<file path="config.mk">
export PLATFORM = sky130hd
export DESIGN_NAME = mtr_drv
export DESIGN_NICKNAME = d
export VERILOG_FILES = /design/src/rtl/mtr_drv.sv
export SDC_FILE = /design/constraint.sdc
export NUM_CORES = 1
export LEC_CHECK = 0
export ABC_CLOCK_PERIOD_IN_PS = 2150
export CAP_MARGIN = 20
export CORE_AREA = 2 2 115 117
export DETAILED_ROUTE_END_ITERATION = 7
export DIE_AREA = 0 0 117 119
export SYNTH_ARGS = -nofsm -noshare
export SYNTH_HDL_FRONTEND = slang
export SYNTH_SLANG_ARGS = --single-unit
</file>
<file path="constraint.sdc">
create_clock -name clk -period 2.15 [get_ports clk]
set_input_delay 0.3225 -clock clk [delete_from_list [all_inputs] [get_ports clk]]
set_output_delay 0.3225 -clock clk [all_outputs]
set_load 0.02 [all_outputs]
</file>
<file path="src/rtl/mtr_drv.sv">
`default_nettype none
// ============================================================================
//  Module   : mtr_drv
//  Purpose  : Motor-drive back end. Converts signed 12-bit left/right speed
//             commands into complementary H-bridge PWM pairs with dead time,
//             period-synchronous duty updates and a latched over-current
//             shutdown.
//  Ports    : clk, rst        - 50 MHz clock, synchronous active-high reset
//             lft_spd         - signed left speed command
//             rght_spd        - signed right speed command
//             OVR_I_lft/rght  - bridge over-current comparators (active high)
//             PWM1_*/PWM2_*   - high/low drive of each bridge
//             PWM_synch       - one-cycle pulse on the last cycle of a period
//             OVR_I_shtdwn    - sticky over-current shutdown
//  Revision : 1.0  initial release
// ============================================================================
module mtr_drv #(
    parameter int NONOVERLAP = 32,   // dead-time cycles (1..255)
    parameter int BLANK      = 128,  // over-current blanking after PWM edges
    parameter int OVR_LIMIT  = 4     // consecutive faulted periods (1..15)
) (
    input  logic        clk,
    input  logic        rst,
    input  logic [11:0] lft_spd,
    input  logic [11:0] rght_spd,
    input  logic        OVR_I_lft,
    input  logic        OVR_I_rght,
    output logic        PWM1_lft,
    output logic        PWM2_lft,
    output logic        PWM1_rght,
    output logic        PWM2_rght,
    output logic        PWM_synch,
    output logic        OVR_I_shtdwn
);

    localparam int                 BLANK_W      = $clog2(BLANK + 1);
    localparam logic [7:0]         NONOVERLAP_C = 8'(NONOVERLAP);
    localparam logic [BLANK_W-1:0] BLANK_C      = BLANK_W'(BLANK);
    localparam logic [BLANK_W-1:0] BLANK_ONE    = BLANK_W'(1);
    localparam logic [3:0]         OVR_LIMIT_C  = 4'(OVR_LIMIT);

    // ------------------------------------------------------------------
    // Shared period counter
    // ------------------------------------------------------------------
    logic [10:0] cnt;
    logic        synch;

    always_ff @(posedge clk) begin
        if (rst) begin
            cnt <= '0;
        end else begin
            cnt <= cnt + 11'd1;
        end
    end

    assign synch     = (cnt == 11'h7FF);
    assign PWM_synch = synch;

    // ------------------------------------------------------------------
    // Per-motor channel: duty mapping, raw PWM, dead time, blanking
    // ------------------------------------------------------------------
    logic [11:0] spd [2];
    logic [1:0]  pwm1_raw;
    logic [1:0]  pwm2_raw;
    logic [1:0]  blank_done;

    assign spd[0] = lft_spd;
    assign spd[1] = rght_spd;

    for (genvar m = 0; m < 2; m++) begin : g_motor
        logic signed [12:0]   sum;
        logic [10:0]          duty;
        logic [10:0]          duty_q;
        logic                 pwm_sig;
        logic                 pwm_prev;
        logic                 changed;
        logic [7:0]           dead_tmr;
        logic [BLANK_W-1:0]   blank_cnt;
        logic                 pwm1_q;
        logic                 pwm2_q;

        // Offset into 0..2047; bit 12 flags underflow, bit 11 overflow.
        always_comb begin
            sum = $signed({spd[m][11], spd[m]}) + 13'sd1024;
            if (sum[12]) begin
                duty = '0;
            end else if (sum[11]) begin
                duty = 11'h7FF;
            end else begin
                duty = sum[10:0];
            end
        end

        // An edge of pwm_sig is seen one cycle later via pwm_prev; that
        // cycle both drives drop and the dead timer restarts at 1 so the
        // new drive rises NONOVERLAP+1 cycles after the pwm_sig edge.
        assign changed = pwm_sig ^ pwm_prev;

        always_ff @(posedge clk) begin
            if (rst) begin
                duty_q    <= 11'h400;
                pwm_sig   <= 1'b0;
                pwm_prev  <= 1'b0;
                dead_tmr  <= '0;
                pwm1_q    <= 1'b0;
                pwm2_q    <= 1'b0;
                blank_cnt <= '0;
            end else begin
                if (synch) begin
                    duty_q <= duty;
                end
                pwm_sig  <= (cnt < duty_q);
                pwm_prev <= pwm_sig;

                if (changed) begin
                    dead_tmr <= 8'd1;
                    pwm1_q   <= 1'b0;
                    pwm2_q   <= 1'b0;
                end else if (dead_tmr == NONOVERLAP_C) begin
                    pwm1_q   <= pwm_sig;
                    pwm2_q   <= ~pwm_sig;
                end else begin
                    dead_tmr <= dead_tmr + 8'd1;
                end

                if (changed) begin
                    blank_cnt <= '0;
                end else if (blank_cnt != BLANK_C) begin
                    blank_cnt <= blank_cnt + BLANK_ONE;
                end
            end
        end

        assign pwm1_raw[m]   = pwm1_q;
        assign pwm2_raw[m]   = pwm2_q;
        assign blank_done[m] = (blank_cnt == BLANK_C);
    end

    // ------------------------------------------------------------------
    // Over-current qualification and shutdown
    // ------------------------------------------------------------------
    logic       fault_now;
    logic       fault_flag;
    logic [3:0] fault_cnt;
    logic       shtdwn;

    assign fault_now = (OVR_I_lft | OVR_I_rght) & (|blank_done);

    // A fault seen on the synch cycle itself belongs to the ending period,
    // hence the OR with fault_now when the period is closed.
    always_ff @(posedge clk) begin
        if (rst) begin
            fault_flag <= 1'b0;
            fault_cnt  <= '0;
            shtdwn     <= 1'b0;
        end else if (synch) begin
            fault_flag <= 1'b0;
            if (fault_flag | fault_now) begin
                if (fault_cnt != OVR_LIMIT_C) begin
                    fault_cnt <= fault_cnt + 4'd1;
                end
                if (fault_cnt >= OVR_LIMIT_C - 4'd1) begin
                    shtdwn <= 1'b1;
                end
            end else begin
                fault_cnt <= '0;
            end
        end else if (fault_now) begin
            fault_flag <= 1'b1;
        end
    end

    assign OVR_I_shtdwn = shtdwn;

    // Gating after the registers lets shutdown kill the drives on the
    // same edge that sets it.
    assign PWM1_lft  = pwm1_raw[0] & ~shtdwn;
    assign PWM2_lft  = pwm2_raw[0] & ~shtdwn;
    assign PWM1_rght = pwm1_raw[1] & ~shtdwn;
    assign PWM2_rght = pwm2_raw[1] & ~shtdwn;

endmodule
`default_nettype wire

</file>
-- Word level (Yosys, flattened, before mapping)
Cells that the tools add are included.
- input bits: 28
- word-level logic and storage cells: 70
- register bits: 79
- output and inout port bits: 6
- eq/ne operators: 11
- muxes and demuxes: 10
- $lt $le $gt $ge: 3
- bitwise operators: 12
- reductions and logical operators: 6
- add/subtract/negate cells: 8
- operator list (cell ; number):
    $mux W11 ; 4
    $add A8 B1 Y8 const B ; 4
    $add A12 B12 Y13 const B ; 2
    $lt A11 B11 Y1 ; 2
    $eq A8 B6 Y1 const B ; 2
    $eq A8 B8 Y1 const B ; 2
    $ne A8 B8 Y1 const B ; 2
    $add A11 B1 Y11 const B ; 1
    $eq A11 B11 Y1 const B ; 1
    $mux W4 ; 2
    $reduce_or A2 Y1 ; 4
    $and A1 B1 Y1 ; 5
    $add A4 B1 Y4 const B ; 1
    $ge A4 B2 Y1 const B ; 1
    $mux W1 ; 4
    $ne A2 B2 Y1 const B ; 2
    $ne A4 B3 Y1 const B ; 1
    $not A1 Y1 ; 3
    $reduce_and A3 Y1 ; 1
    $ne A2 B1 Y1 const B ; 1
    $or A1 B1 Y1 ; 2
    $reduce_and A2 Y1 ; 1
    $xor A1 B1 Y1 ; 2

-- Logic depth before layout (Yosys ltp)
Gate-level depths: netlist (run 1).
- word-level depth: 6
- depth in mapped cells: 8
- mapped depth without buffers: 7

-- Worst setup path before layout (run 1)
No wires, ideal clock.
- kind: register to register
- from: register cnt[1]
- to: register fault_cnt[3]
- clock period less this slack: 1.667 ns
- data required time: 2.063 ns
- slack: 0.483 ns
- arrival time: 1.580 ns
- stages on the path, launching flop included: 7
- library setup time: 0.087 ns
- path buffers: 1
- path through: dfxtp_1 ha_1 and4_1 buf_4 and4_1 o2111ai_2 o31ai_1
- longest elaborated chain between the ends: 2
- RTL lines (element ; RTL line ; source):
    from (decl) ; 45 ; logic [10:0] cnt;
    from (signal assigned) ; 52 ; cnt <= cnt + 11'd1;
    $eq A11 B11 Y1 ; 56 ; assign synch = (cnt == 11'h7FF);
    named net PWM_synch ; 32 ; output logic PWM_synch,
    $reduce_and A2 Y1 (no line) ; n/a ;
    to (signal assigned) ; 160 ; fault_cnt <= fault_cnt + 4'd1;
    to (decl) ; 144 ; logic [3:0] fault_cnt;
The timed path passes the listed nets, and every way through them passes these cells.
A chain may end at the register's enable or synchronous reset.

-- Worst setup path in the final report (run 1)
- from: register cnt[0]
- to: output PWM_synch
- longest elaborated chain between the ends: 1
- RTL lines (element ; RTL line):
    $eq A11 B11 Y1 ; 56
    to (decl) ; 32
Every way passes these cells.

==> results of run 1 <==
[timing repair]
action | in CTS | in global routing
resized for setup | 1 | 2
endpoints found under the hold margin | 0 | 0
setup endpoints to repair | 1 | 1
[layer usage]
| metal | global-route usage | up-vias | share of wire |
|---|---|---|---|
| met2 | 0.226 | 33 | 0.50 |
| met5 | 0 | - | 0 |
| met1 | 0.147 | 1473 | 0.46 |
| li1 | - | 1658 | - |
| met4 | 0.0309 | 0 | 0.0098 |
| met3 | 0.0412 | 6 | 0.031 |
[worst max path at each step]
stage	start	end	slack, ns	cells past startpoint
finish	cnt[0]	PWM_synch	0.21	4
floorplan	cnt[1]	fault_cnt[3]	0.48	6
detailed placement	cnt[0]	PWM_synch	0.15	4
global placement	cnt[0]	PWM_synch	0.17	4
global route	cnt[0]	PWM_synch	0.13	4
CTS	cnt[0]	PWM_synch	0.05	4
[through the flow]
stage	area (sq um)	std cells
2_1_floorplan	4110	461
4_1_cts	5040	688
6_report	5040	688
5_1_grt	5040	688
3_3_place_gp	4720	672
3_5_place_dp	4720	672
[report_power, final]
part | internal [mW] | total [mW] | switching, mW
clock | 1.05 | 1.64 | 0.589
combinational | 0.126 | 0.244 | 0.118
sequential | 1.49 | 1.51 | 0.0252
[Yosys cell counts, drive strengths merged, types with 2 or more instances]
master,n
nor4,3
a21o,2
or2,3
xor2,25
and3,9
nor2b,28
buf,6
nand2b,2
ha,35
inv,35
clkbuf,7
a211oi,8
nand4,7
mux2i,4
and4,4
o21ai,7
nand2,11
a21oi,33
nand3,27
nand4bb,2
xnor2,13
nor3,25
nor2,72
o211ai,3
dfxtp,79
[sequential cells by signal (all words and copies together) (netlist names)]
| register | flops |
|---|---|
| g_motor.pwm_prev | 2 |
| g_motor.pwm1_q | 2 |
| g_motor.blank_cnt | 16 |
| g_motor.dead_tmr | 16 |
| fault_flag | 1 |
| cnt | 11 |
| fault_cnt | 4 |
| g_motor.pwm_sig | 2 |
| g_motor.pwm2_q | 2 |
| g_motor.duty_q | 22 |
| OVR_I_shtdwn | 1 |
[layout by cell type, fill, tap and decap left out, types with 2 or more instances in the layout]
cell             netlist  routed
nor3_2                17      17
clkdlybuf4s50_1        0      32
and4_1                 3       3
or2_2                  3       3
a21o_1                 2       2
nor3_1                 8       8
nand4_1                5       5
ha_1                  35      35
and3_1                 9       9
nor4_4                 2       2
nand3_1               26      26
nand2b_1               2       2
nor2b_1               28      28
o21ai_0                7       7
nand2_1               11      11
dfxtp_1               79      79
bufinv_16              0       2
mux2i_1                4       4
nand4bb_1              2       2
clkbuf_16              0       9
a211oi_1               8       8
xnor2_1               13      13
a21oi_1               32      32
xor2_1                25      25
inv_1                 35      35
nor2_1                72      72
o211ai_1               3       3
buf_4                  1      14
[final cells by class]
class / count / area (sq um) / share of cell area
multi-input combinational: 334 / 2330 / 0.463
inverter: 35 / 131 / 0.0261
clock inverter: 5 / 81.3 / 0.0161
timing repair buffer: 48 / 450 / 0.0894
tap: 176 / 220 / 0.0437
clock buffer: 11 / 243 / 0.0482
sequential: 79 / 1580 / 0.314
[worst max-delay path, cell delays in order (launching register included)]
cell and delay, ns:
dfxtp_1 0.33, ha_1 0.20, and4_1 0.24, and4_1 0.31, clkbuf_2 0.21
[cells by family after synthesis]
| group | count (synthesis) | synth area share |
|---|---|---|
| and+or+nand+nor | 196 | 0.278 |
| DFF | 79 | 0.384 |
| AOI/OAI and AO/OA | 61 | 0.0918 |
| buffers and inverters | 48 | 0.0490 |
| xor gates and xnor gates | 38 | 0.0809 |
| adders and majority gates | 35 | 0.106 |
| muxes | 4 | 0.00973 |
==> results.json, run 1 <==
{
  "grt_usage": 0.127,
  "netlist_top_cells_area": "dfxtp_1 38%, ha_1 11%, nor2_1 6.6%, xor2_1 5.3%, nor2b_1 4.3%",
  "number_of_antenna_violations_at_the_first_check_in_global_routing": 0,
  "cts_max_level": 3,
  "count_of_flip_flops_with_a_built_in_enable_after_synthesis": 0,
  "outcome": "finished, final reports clean",
  "num_vias": 3170,
  "initial_core_util": 0.320,
  "endpoint_kind": "output port",
  "nFillCells": 1302,
  "cp_max_fo": 3,
  "yosysTopAreaCell": "dfxtp_1",
  "postLayoutCoreUtil": 0.391,
  "grt_setup_unrepaired": "false",
  "power_per_cell_area_nw_per_um2": 673,
  "crit-reg2reg-launch": "cnt[1]",
  "count_of_pins_over_their_slew_limit": 0,
  "ios": 34,
  "final_antenna_net_count": 0,
  "reg2reg_slack_ns": 0.30,
  "cts.root.buffer_cell": "clkbuf_16",
  "route.detailed.wl_per_inst_um": 11.8,
  "synth_seq_area_share": 0.384,
  "hold_path_depth": 2,
  "drc": 0,
  "postSynth.asyncResetShare": 0,
  "place_congestion": 0.775,
  "worst_slew_margin_rel": 0.633,
  "cts_tree": "done",
  "detailedPlace.worstSlack_ns": 0.149,
  "clock_skew_ns": 0.00631,
  "number_of_setup_violations_in_the_final_report": 0,
  "holdPathEnd": "g_motor[0].duty_q[10]",
  "drtPass1Iterations": 4,
  "mappedNetlistNets": 524,
  "netlist_area_sq_um": 4110,
  "hold_start": "g_motor[0].duty_q[10]",
  "io_buffer_count": 33,
  "synth_largest_type_area_fraction": 0.384,
  "hold_viol": 0,
  "fin_tns_setup_ns": 0,
  "worst_pin_slew_ns": 0.536,
  "floorplan.core_area_sq_um": 12900,
  "yosys_warnings": 0,
  "max_cap_viol_count": 0,
  "routed_wl_um": 8140,
  "synthCells": 461,
  "worstHoldPathType": "flip-flop to flip-flop",
  "rows": 42,
  "fp.dieW_um": 117,
  "layout_min_cycle_time_ns": 1.94,
  "dieArea_sq_um": 13900,
  "yosys.cell_types.count": 46,
  "vias_in_the_first_global_route": 3204,
  "hold-worst-slack_ns": 0.477,
  "rr_worst_depth": 6,
  "ir_worst_vdd_mv": 0.366,
  "number_of_cts_inserted_buffers": 9,
  "power_mw": 3.39,
  "clkSlewWorstSetupHoldPaths_ns": 0.06,
  "layout-drive-gt1-share": 0.117,
  "holdBufCountCts": 0,
  "worst_skew_pair.late_latency_ns": 0.33,
  "setup.worst_path.class": "flip-flop to output port",
  "synth.avg_cell_area_sq_um": 8.92,
  "critical_path_required_ns": 1.83,
  "cts.sinks": 79,
  "post-route-worst-setup-slack_ns": 0.213,
  "fmax_ghz": 0.516,
  "post_drt_via_cell_ratio": 4.61,
  "critical_path.reg2reg.endpoint": "g_motor[1].pwm_sig",
  "die-height_um": 119,
  "timing.final.crit_share": 0.901,
  "detailedPlacementHpwl_um": 6130,
  "critPathLaunchType": "flip-flop",
  "timing.critical_path.arrival_ns": 1.61,
  "power_leakage_nw": 1.90,
  "cts_max_path_buffers": 2,
  "fin_nets": 570,
  "ys_seq_elements": 79,
  "num_antenna_cells": 0,
  "grt_first_pass_wirelength_um": 14300,
  "grt_max_degree": 40,
  "synthToLayoutAreaGrowth_pct": 22.5,
  "dominantRegCellSynth": "dfxtp_1",
  "post_cts.repair.setup_buffers": 0,
  "initial_drc_count": 156,
  "grt_overflow": 0
}
Power figures use the tool's default switching activity.
==> run 2: changes to the inputs <==
- CAP_MARGIN: 20 -> 5
- CORE_AREA: 2 2 115 117 -> 2 2 94 96
- DIE_AREA: 0 0 117 119 -> 0 0 96 98
- PLACE_DENSITY: unset -> 0.69
==> results.json, run 2 (synthesized netlist as in run 1, its figures left out) <==
{
  "outcome": "finished, final reports clean",
  "initial_core_util": 0.486,
  "post_drt_via_cell_ratio": 5.18,
  "cts_tree": "done",
  "nFillCells": 805,
  "drtPass1Iterations": 4,
  "count_of_pins_over_their_slew_limit": 0,
  "power_leakage_nw": 1.84,
  "cp_max_fo": 3,
  "dpl-instance-area_sq_um": 4630,
  "clkSlewWorstSetupHoldPaths_ns": 0.07,
  "timing.critical_path.arrival_ns": 1.62,
  "synthToLayoutAreaGrowth_pct": 17.1,
  "max_flop_register": "g_motor.duty_q",
  "critical_path.max_stage_delay_ns": 0.34,
  "worst_pin_slew_ns": 0.567,
  "final_cell_count_no_fill": 619,
  "cts_max_level": 3,
  "vias_in_the_first_global_route": 3061,
  "layout_commonest_cell": "dfxtp_1",
  "power_mw": 2.81,
  "cts.sinks": 79,
  "grt_max_degree": 45,
  "rows": 34,
  "io_buffer_count": 33,
  "worst_slew_margin_rel": 0.622,
  "max_cap_viol_count": 0,
  "floorplan.core_area_sq_um": 8470,
  "place_congestion": 0.811,
  "dp.cells": 604,
  "clock_skew_ns": 0.00872,
  "hold_viol": 0,
  "post_cts.repair.setup_buffers": 0,
  "setup.worst_path.class": "flip-flop to output port",
  "grt_overflow": 0,
  "initial_drc_count": 74,
  "worst_skew_pair.late_latency_ns": 0.35,
  "crit_top_cell": "and4_1",
  "holdBufCountCts": 0,
  "timing.final.crit_share": 0.902,
  "mostFrequentLayoutCells": "79 x dfxtp_1, 72 x nor2_1, 35 x inv_1, 35 x ha_1",
  "endpoint_kind": "output port",
  "critical_path_required_ns": 1.83,
  "detailedPlace.worstSlack_ns": 0.147,
  "dieArea_sq_um": 9410,
  "num_antenna_cells": 0,
  "die-height_um": 98,
  "cpMaxStageDelayCell": "dfxtp_1",
  "fin_nets": 570,
  "grt_usage": 0.172,
  "reg_top3": "g_motor.duty_q (22), g_motor.blank_cnt (16), g_motor.dead_tmr (16)",
  "grt_setup_unrepaired": "false",
  "drc": 0,
  "layout-drive-gt1-share": 0.115,
  "number_of_antenna_violations_at_the_first_check_in_global_routing": 0,
  "fp.dieW_um": 96,
  "routed_wl_um": 7420,
  "worstHoldPathType": "flip-flop to flip-flop",
  "cts_max_path_buffers": 2,
  "layout_min_cycle_time_ns": 1.94,
  "grt_first_pass_wirelength_um": 13000,
  "detailedPlacementHpwl_um": 5530,
  "ctsResizeCount": 1,
  "cts.root.buffer_cell": "clkbuf_8",
  "final_antenna_net_count": 0,
  "power_per_cell_area_nw_per_um2": 584,
  "crit_family": "simple AND/OR/NAND/NOR gates",
  "ios": 34,
  "critPathLaunchType": "flip-flop",
  "fmax_ghz": 0.515,
  "number_of_setup_violations_in_the_final_report": 0,
  "critical_path_buf_inv_count": 1,
  "cp_cell_sequence": "ha_1, and4_1, and4_1, clkbuf_2",
  "finalInstanceArea_sq_um": 4820,
  "post-route-worst-setup-slack_ns": 0.210,
  "number_of_cts_inserted_buffers": 9,
  "num_vias": 3207,
  "largest_reg_flops": 22,
  "ir_worst_vdd_mv": 0.356,
  "fin_tns_setup_ns": 0,
  "route.detailed.wl_per_inst_um": 12.0
}
[run 2: cell count changes in the layout (fill, tap and decap cells not counted), sizes merged]
cell	previous run	this run
bufinv	2	1
clkbuf	12	11
clkinv	2	3
[run 2: path summary, 6_finish.rpt]
kind,cells after the start,to,slack (ns),from
setup / recovery,4,PWM_synch,0.21,cnt[0]
hold / removal,2,g_motor[1].duty_q[10],0.47,g_motor[1].duty_q[10]
setup reg to reg,7,fault_cnt[0],0.35,cnt[0]
hold reg to reg,2,g_motor[1].duty_q[10],0.47,g_motor[1].duty_q[10]
[run 2: per-layer routing]
metal,vias up,GRT usage,routed length (um)
li1,1658,-,-
met1,1475,0.207,3390
met5,-,0,0
met3,19,0.0285,247
met4,0,0.0868,191
met2,55,0.291,3590
[run 2: area by class of cell]
cell class | count | area [sq um] | area share
timing repair buffer | 48 | 450 | 0.0935
tap | 108 | 135 | 0.0281
sequential | 79 | 1580 | 0.328
multi-input combinational | 334 | 2330 | 0.484
inverter | 35 | 131 | 0.0273
clock inverter | 5 | 60.1 | 0.0125
clock buffer | 10 | 128 | 0.0265
[run 2: stage by stage]
| stage | util | hold slack, ns |
|---|---|---|
| after floorplan | - | 0.438 |
| after global placement | 0.547 | 0.454 |
| after detailed placement | 0.547 | 0.453 |
| after CTS | 0.569 | 0.472 |
| after global routing | 0.569 | 0.511 |
| final | 0.569 | 0.471 |
[run 2: worst register-to-register path: stages, from the launching register on]
cell and delay [ns]:
dfxtp_1 0.34, ha_1 0.20, and4_1 0.24, buf_4 0.16, and4_1 0.29, o21ai_0 0.14, o211ai_1 0.19, o21ai_0 0.12
[run 2: where the power goes]
part           internal [mW]  switching, mW  leakage, nW  total, mW
Clock                  0.532          0.532       0.0923       1.06
Sequential              1.48         0.0243        0.640       1.51
Combinational          0.126          0.114         1.11      0.241
Total                   2.14          0.671         1.84       2.81
